### src/rtl/chip8_fetch_pkg.sv
// chip8_fetch_pkg
//   Shared definitions for the CHIP-8 instruction-fetch stage: FSM state
//   encodings (also used by the CPU control FSM and the bench) and the
//   default program entry point.
package chip8_fetch_pkg;

  localparam int unsigned FETCH_ADDR_W = 12;
  localparam logic [11:0] RESET_PC_DEF = 12'h200;

  typedef enum logic [1:0] {
    ST_IDLE    = 2'd0,
    ST_ADDR_HI = 2'd1,
    ST_ADDR_LO = 2'd2,
    ST_CAPTURE = 2'd3
  } fetch_state_e;

endpackage

### src/rtl/chip8_fetch.sv
// chip8_fetch
//   Instruction-fetch stage of the CHIP-8 CPU. Owns the program counter,
//   reads the two opcode bytes (big-endian) from a byte-wide program RAM with
//   a one-cycle registered read, and presents the assembled opcode with a
//   one-cycle valid strobe. Also applies PC loads and skips from control.
//
// Ports
//   clk          in   system clock, rising edge
//   reset_n      in   asynchronous active-low reset
//   fetch_req    in   start a fetch at the current PC (IDLE only)
//   pc_load      in   load PC from pc_load_val (IDLE only, highest priority)
//   pc_load_val  in   new PC value
//   pc_skip      in   PC += 2 (IDLE only, below pc_load)
//   mem_addr     out  program-RAM byte address
//   mem_rd       out  program-RAM read enable
//   mem_rdata    in   RAM read data, valid one cycle after addr+rd
//   opcode       out  last fetched instruction {hi, lo}
//   opcode_valid out  one-cycle strobe, opcode updated
//   pc           out  address of the next instruction to fetch
//   busy         out  high whenever the FSM is not IDLE
module chip8_fetch
  import chip8_fetch_pkg::*;
#(
  parameter int unsigned        ADDR_W   = FETCH_ADDR_W,
  parameter logic [ADDR_W-1:0]  RESET_PC = RESET_PC_DEF
) (
  input  logic              clk,
  input  logic              reset_n,
  input  logic              fetch_req,
  input  logic              pc_load,
  input  logic [ADDR_W-1:0] pc_load_val,
  input  logic              pc_skip,
  output logic [ADDR_W-1:0] mem_addr,
  output logic              mem_rd,
  input  logic [7:0]        mem_rdata,
  output logic [15:0]       opcode,
  output logic              opcode_valid,
  output logic [ADDR_W-1:0] pc,
  output logic              busy
);

  localparam logic [ADDR_W-1:0] PC_ONE = ADDR_W'(1);
  localparam logic [ADDR_W-1:0] PC_TWO = ADDR_W'(2);

  fetch_state_e      state_q, state_d;
  logic [ADDR_W-1:0] pc_q, pc_d;
  logic [ADDR_W-1:0] mem_addr_q, mem_addr_d;
  logic              mem_rd_q, mem_rd_d;
  logic [7:0]        hi_q, hi_d;
  logic [15:0]       opcode_q, opcode_d;
  logic              opcode_valid_q, opcode_valid_d;
  logic              busy_q, busy_d;

  always_comb begin
    state_d        = state_q;
    pc_d           = pc_q;
    mem_addr_d     = mem_addr_q;
    mem_rd_d       = mem_rd_q;
    hi_d           = hi_q;
    opcode_d       = opcode_q;
    opcode_valid_d = 1'b0;

    unique case (state_q)
      ST_IDLE: begin
        // Only one request acts per edge; a fetch coinciding with a load or
        // skip is dropped and control reissues it.
        if (pc_load) begin
          pc_d = pc_load_val;
        end else if (pc_skip) begin
          pc_d = pc_q + PC_TWO;
        end else if (fetch_req) begin
          mem_addr_d = pc_q;
          mem_rd_d   = 1'b1;
          state_d    = ST_ADDR_HI;
        end
      end
      ST_ADDR_HI: begin
        mem_addr_d = pc_q + PC_ONE;
        state_d    = ST_ADDR_LO;
      end
      ST_ADDR_LO: begin
        // RAM now returns the byte at pc (address issued one edge ago).
        hi_d     = mem_rdata;
        mem_rd_d = 1'b0;
        state_d  = ST_CAPTURE;
      end
      ST_CAPTURE: begin
        opcode_d       = {hi_q, mem_rdata};
        opcode_valid_d = 1'b1;
        pc_d           = pc_q + PC_TWO;
        state_d        = ST_IDLE;
      end
      default: state_d = ST_IDLE;
    endcase

    busy_d = (state_d != ST_IDLE);
  end

  always_ff @(posedge clk or negedge reset_n) begin
    if (!reset_n) begin
      state_q        <= ST_IDLE;
      pc_q           <= RESET_PC;
      mem_addr_q     <= '0;
      mem_rd_q       <= 1'b0;
      hi_q           <= 8'h00;
      opcode_q       <= 16'h0000;
      opcode_valid_q <= 1'b0;
      busy_q         <= 1'b0;
    end else begin
      state_q        <= state_d;
      pc_q           <= pc_d;
      mem_addr_q     <= mem_addr_d;
      mem_rd_q       <= mem_rd_d;
      hi_q           <= hi_d;
      opcode_q       <= opcode_d;
      opcode_valid_q <= opcode_valid_d;
      busy_q         <= busy_d;
    end
  end

  assign mem_addr     = mem_addr_q;
  assign mem_rd       = mem_rd_q;
  assign opcode       = opcode_q;
  assign opcode_valid = opcode_valid_q;
  assign pc           = pc_q;
  assign busy         = busy_q;

endmodule

### config.mk
export PLATFORM = sky130hd
export DESIGN_NAME = chip8_fetch
export DESIGN_NICKNAME = d
export VERILOG_FILES = /design/src/rtl/chip8_fetch_pkg.sv /design/src/rtl/chip8_fetch.sv
export SDC_FILE = /design/constraint.sdc
export NUM_CORES = 1
export LEC_CHECK = 0
export CAP_MARGIN = 20
export CORE_MARGIN = 2
export CORE_UTILIZATION = 38
export CTS_BUF_LIST = sky130_fd_sc_hd__clkbuf_4 sky130_fd_sc_hd__clkbuf_8 sky130_fd_sc_hd__clkbuf_16
export CTS_CLUSTER_SIZE = 12
export DETAILED_ROUTE_END_ITERATION = 8
export GPL_ROUTABILITY_DRIVEN = 0
export HOLD_SLACK_MARGIN = 0.03
export PLACE_DENSITY = 0.71
export SLEW_MARGIN = 10
export SYNTH_ARGS = -nofsm -noshare
export SYNTH_HDL_FRONTEND = slang
export SYNTH_SLANG_ARGS = --single-unit
### constraint.sdc
create_clock -name clk -period 2.3 [get_ports clk]
set_clock_uncertainty 0.2 [all_clocks]
set_input_delay 0.69 -clock clk [delete_from_list [all_inputs] [get_ports clk]]
set_output_delay 0.69 -clock clk [all_outputs]
set_load 0.01 [all_outputs]
==> results.md, run 1 <==
Setup path:
- In this run the critical register-to-register path is captured at pc[10].
- Together, buffers and inverters on the worst path number 1.
- Traced cell by cell, the critical path runs through clkdlybuf4s50_1.
- In this run the register-to-register setup slack is 310 ps.
- For the worst setup path, the data arrival time is 1330 ps.
- STA puts the critical path data required time at 1410 ps.
- By startpoint and endpoint, the worst setup path is classified as register to output pin.
- The sort of element at the end of the critical path is an output pin.
- The highest net fanout along the worst path is 8.
- The slowest stage of the critical path is the sky130_fd_sc_hd__clkdlybuf4s50_1 cell.
- The total number of cells along the worst setup path is 1.
- The gate family responsible for the most delay along the worst path is buffers and inverters.
- The reg-to-reg startpoint is state_q[0].
- The worst setup path is launched from a register.
- The worst reg-to-reg path cell count is 6.
- The critical path's largest stage delay is 560 ps.

Layout:
- The finished cells cover 0.00352 mm^2.
- The number of inserted diodes is 0.
- The signed area change from the synthesized netlist to the final layout is 38.9%.
- The net total in the final layout is 339.
- The fraction of final layout cells with drive strength greater than 1 is 20.1%.

STA:
- The max-slew violation count is 0.
- The number of endpoints failing setup at the final stage is 0.
- Timing would allow up to 0.450 GHz.
- Subtracting the final worst setup slack from the clock period gives 2220 ps.
- Dividing the final minimum period by the clock period gives 96.5%.
- Setup repair after global routing left no endpoint under its margin.
- The worst path meets setup with 80.0 ps of slack.
- The worst-case headroom to the max-slew limit is 66.8%.
- The total count of hold-check failures in the final report is 0.
- For the pin with the worst max-slew slack, the measured transition is 498 ps.

Global route:
- The pin count of the biggest net entering global routing is 54.
- Global routing used 16.2% of the available tracks.
- The number of global-route vias before repair came to 1952.
- The number of antenna violations at the first check in global routing is 0.
- The first global-routing pass estimated 9.35 mm of wire.
- For this run the aggregate overflow at the end of global routing stands at 0.

Routing:
- The average vias per placed instance is 5.00.
- The first detailed-routing pass ran for 4 iterations.
- The vias after detailed routing is 1925.
- The total wire length after detailed routing is 5.54 mm.
- Dividing the detail-routed wire length by the instance count gives 14.4 um.
- In this run the remaining antenna-violating nets after routing total 0.
- The number of remaining DRC errors is 0.
- In this run, the number of DRC markers left after iteration 0 of detailed routing was 96.

Floorplanning:
- The total die area is 0.00733 mm^2.
- The core region is 0.00639 mm^2.
- The initial standard-cell utilization of the core is 39.6%.
- The number of rows created at floorplan is 29.
- The floorplan die width is 85.6 um.
- The top-level I/O count is 68.
- The die is 85.6 um tall.

Yosys:
- The synthesized netlist occupies a cell area of 0.00253 mm^2.
- The share of the yosys chip area belonging to registers is 52.4%.
- Counting every net in the synthesized netlist gives 264.
- Of the total synthesized cell area, the portion taken by full adders, half adders and majority gates is 3.46%.
- In this run the mean area of a mapped cell was 10.9 um^2.
- The register bit count reported by yosys is 53.
- The number of flops mapped to enable cells by yosys is 0.
- Counting distinct cell types in the post-synthesis netlist gives 35.
- Of the total synthesized cell area, the portion taken by XOR and XNOR cells is 3.81%.
- The most frequently used cell type in the post-synthesis netlist is sky130_fd_sc_hd__dfrtp_1.
- For this run, the number of Yosys warnings is 0.
- sky130_fd_sc_hd__dfrtp_1 takes more of the synthesized area than any other cell.
- Counting every instance in the synthesized netlist gives 232.
- Sorting the synthesized cells by how often they occur yields sky130_fd_sc_hd__dfrtp_1, sky130_fd_sc_hd__nand2_1, sky130_fd_sc_hd__mux2_2.
- After synthesis, the share of flip-flops with an asynchronous set or reset is 100%.
- The mux share of post-synthesis cell area is 12.3%.
- The post-synthesis share of cell area spent on and, or, nand and nor gates is 12.6%.
- By area, the combinational part of the netlist is dominated by simple AND/OR/NAND/NOR gates.
- The top cell type by area accounts for 51.4% of the synthesized area.
- The post-synthesis compound-gate area fraction is 12.3%.
- The most used flip-flop cell after synthesis is sky130_fd_sc_hd__dfrtp_1.
- In the post-synthesis netlist, the biggest area contributors are sky130_fd_sc_hd__dfrtp_1, sky130_fd_sc_hd__mux2_2, sky130_fd_sc_hd__nand2_1, sky130_fd_sc_hd__a21oi_1, sky130_fd_sc_hd__o21ai_0.

Clock network:
- The insertion delay to the later sink of the worst-skew pair is 310 ps.
- The clock tree from TritonCTS is done.
- No sink is reached through more buffers than the 2 on the longest clock path.
- The clock-pin slew reported for the worst setup and hold paths after clock tree synthesis is 100 ps.
- The post-CTS setup repair buffer count is 0.
- CTS saw 53 sinks.
- The number of H-tree levels is 2.
- Counting the buffers created by CTS gives 5.
- The root buffer cell chosen for the clock tree is sky130_fd_sc_hd__clkbuf_8.

Placed design:
- During placement, the flow inserted port buffers numbering 67.
- Detailed placement finished with a half-perimeter wire length of 3.93 mm.
- Prior to clock tree synthesis, the placed netlist has a worst setup slack of -164 ps.
- Once placement finished, the instance area stood at 0.00339 mm^2.

Power and ir drop:
- The power density over the cells is 1500 mW/mm^2.
- IR analysis of the VDD net gives a maximum drop of 0.820 mV.
- Overall power consumption after layout is estimated at 5260 uW.
- The analysis attributes to cell leakage a power of 0.00145 uW.

Outcome:
- The run finished with clean final reports.

Min path:
- The min-delay analysis places its worst path in the category primary input to async pin.

Run:
- Across the run, the number of max-cap violations was 0.
[power by group]
part	internal, uW	leakage (uW)	total (uW)	switching, uW
clock	354	0.0000574	669	314
combinational	1560	0.000782	2830	1280
sequential	1430	0.000615	1760	330
[how the worst max path moves through the flow]
| stage | startpoint | to |
|---|---|---|
| 3_5_place_dp | pc_load | pc[10] |
| 6_report | pc[1] | pc[1] |
| 4_1_cts | pc[8] | pc[8] |
| 3_3_place_gp | pc_load | pc[10] |
| 5_1_grt | pc[1] | pc[1] |
| 2_1_floorplan | state_q[0] | pc[10] |
[layer usage]
layer | part of all wire, % | GRT usage (%)
met2 | 46 | 26.3
met4 | 1.1 | 4.62
met5 | 0 | 0
met1 | 44 | 20.2
met3 | 8.5 | 6.35
[cell usage in the layout, fill, tap and decap left out, drive strengths merged, types with 4 or more instances in the layout]
cell type and instances:
o22ai 4, nand2b 4, a21oi 20, clkdlybuf4s50 65
xnor2 8, ha 7, nand2 27, nand4 4
o21ai 18, mux2 24, inv 4, buf 16
clkbuf 6, nand3 6, nor2 11, mux2i 4
dfrtp 52
[repair_timing]
action / CTS / global route
hold buffers: 0 / 0
setup endpoints to repair: 3 / 3
gates resized for setup: 3 / 3
[through the flow]
step	instances	hold WS [ps]	setup TNS, ps	utilization, %
4_1_cts	385	164	0	55.0
5_1_grt	385	183	0	55.1
2_1_floorplan	232	194	0	-
3_5_place_dp	377	270	-379	53.1
3_3_place_gp	377	260	-293	53.1
6_report	385	151	0	55.1
[logic make-up after synthesis]
kind of cell / after synthesis
simple gates: 63
flops: 53
compound gates: 52
mux: 28
buf+inv: 18
xor+xnor: 11
fa+ha+maj: 7
[cell type report]
class                   count  area (um^2)
clock inverters             2         37.5
clock buffers               6         82.6
multi-input cells         161         1120
repair buffers             82          827
flip-flops and latches     53         1330
inverters                   4         15.0
well taps                  77         96.3
fillers                   567         2870
[flip-flops by register name (all words and copies together), names as in the netlist]
signal	count
opcode	16
mem_addr	12
pc	12
hi_q	8
state_q	2
busy	1
mem_rd	1
opcode_valid	1
(Power assumes the default switching activity.)
==> run 2: changes to the inputs <==
--- a/config.mk
+++ b/config.mk
@@ -5,7 +5,6 @@
 export SDC_FILE = /design/constraint.sdc
 export NUM_CORES = 1
 export LEC_CHECK = 0
-export CAP_MARGIN = 20
 export CORE_MARGIN = 2
 export CORE_UTILIZATION = 38
 export CTS_BUF_LIST = sky130_fd_sc_hd__clkbuf_4 sky130_fd_sc_hd__clkbuf_8 sky130_fd_sc_hd__clkbuf_16
@@ -14,7 +13,6 @@
 export GPL_ROUTABILITY_DRIVEN = 0
 export HOLD_SLACK_MARGIN = 0.03
 export PLACE_DENSITY = 0.71
-export SLEW_MARGIN = 10
 export SYNTH_ARGS = -nofsm -noshare
 export SYNTH_HDL_FRONTEND = slang
 export SYNTH_SLANG_ARGS = --single-unit
==> results of run 2 <==
The final DEF is identical to that of run 1; final timing and power are the same.
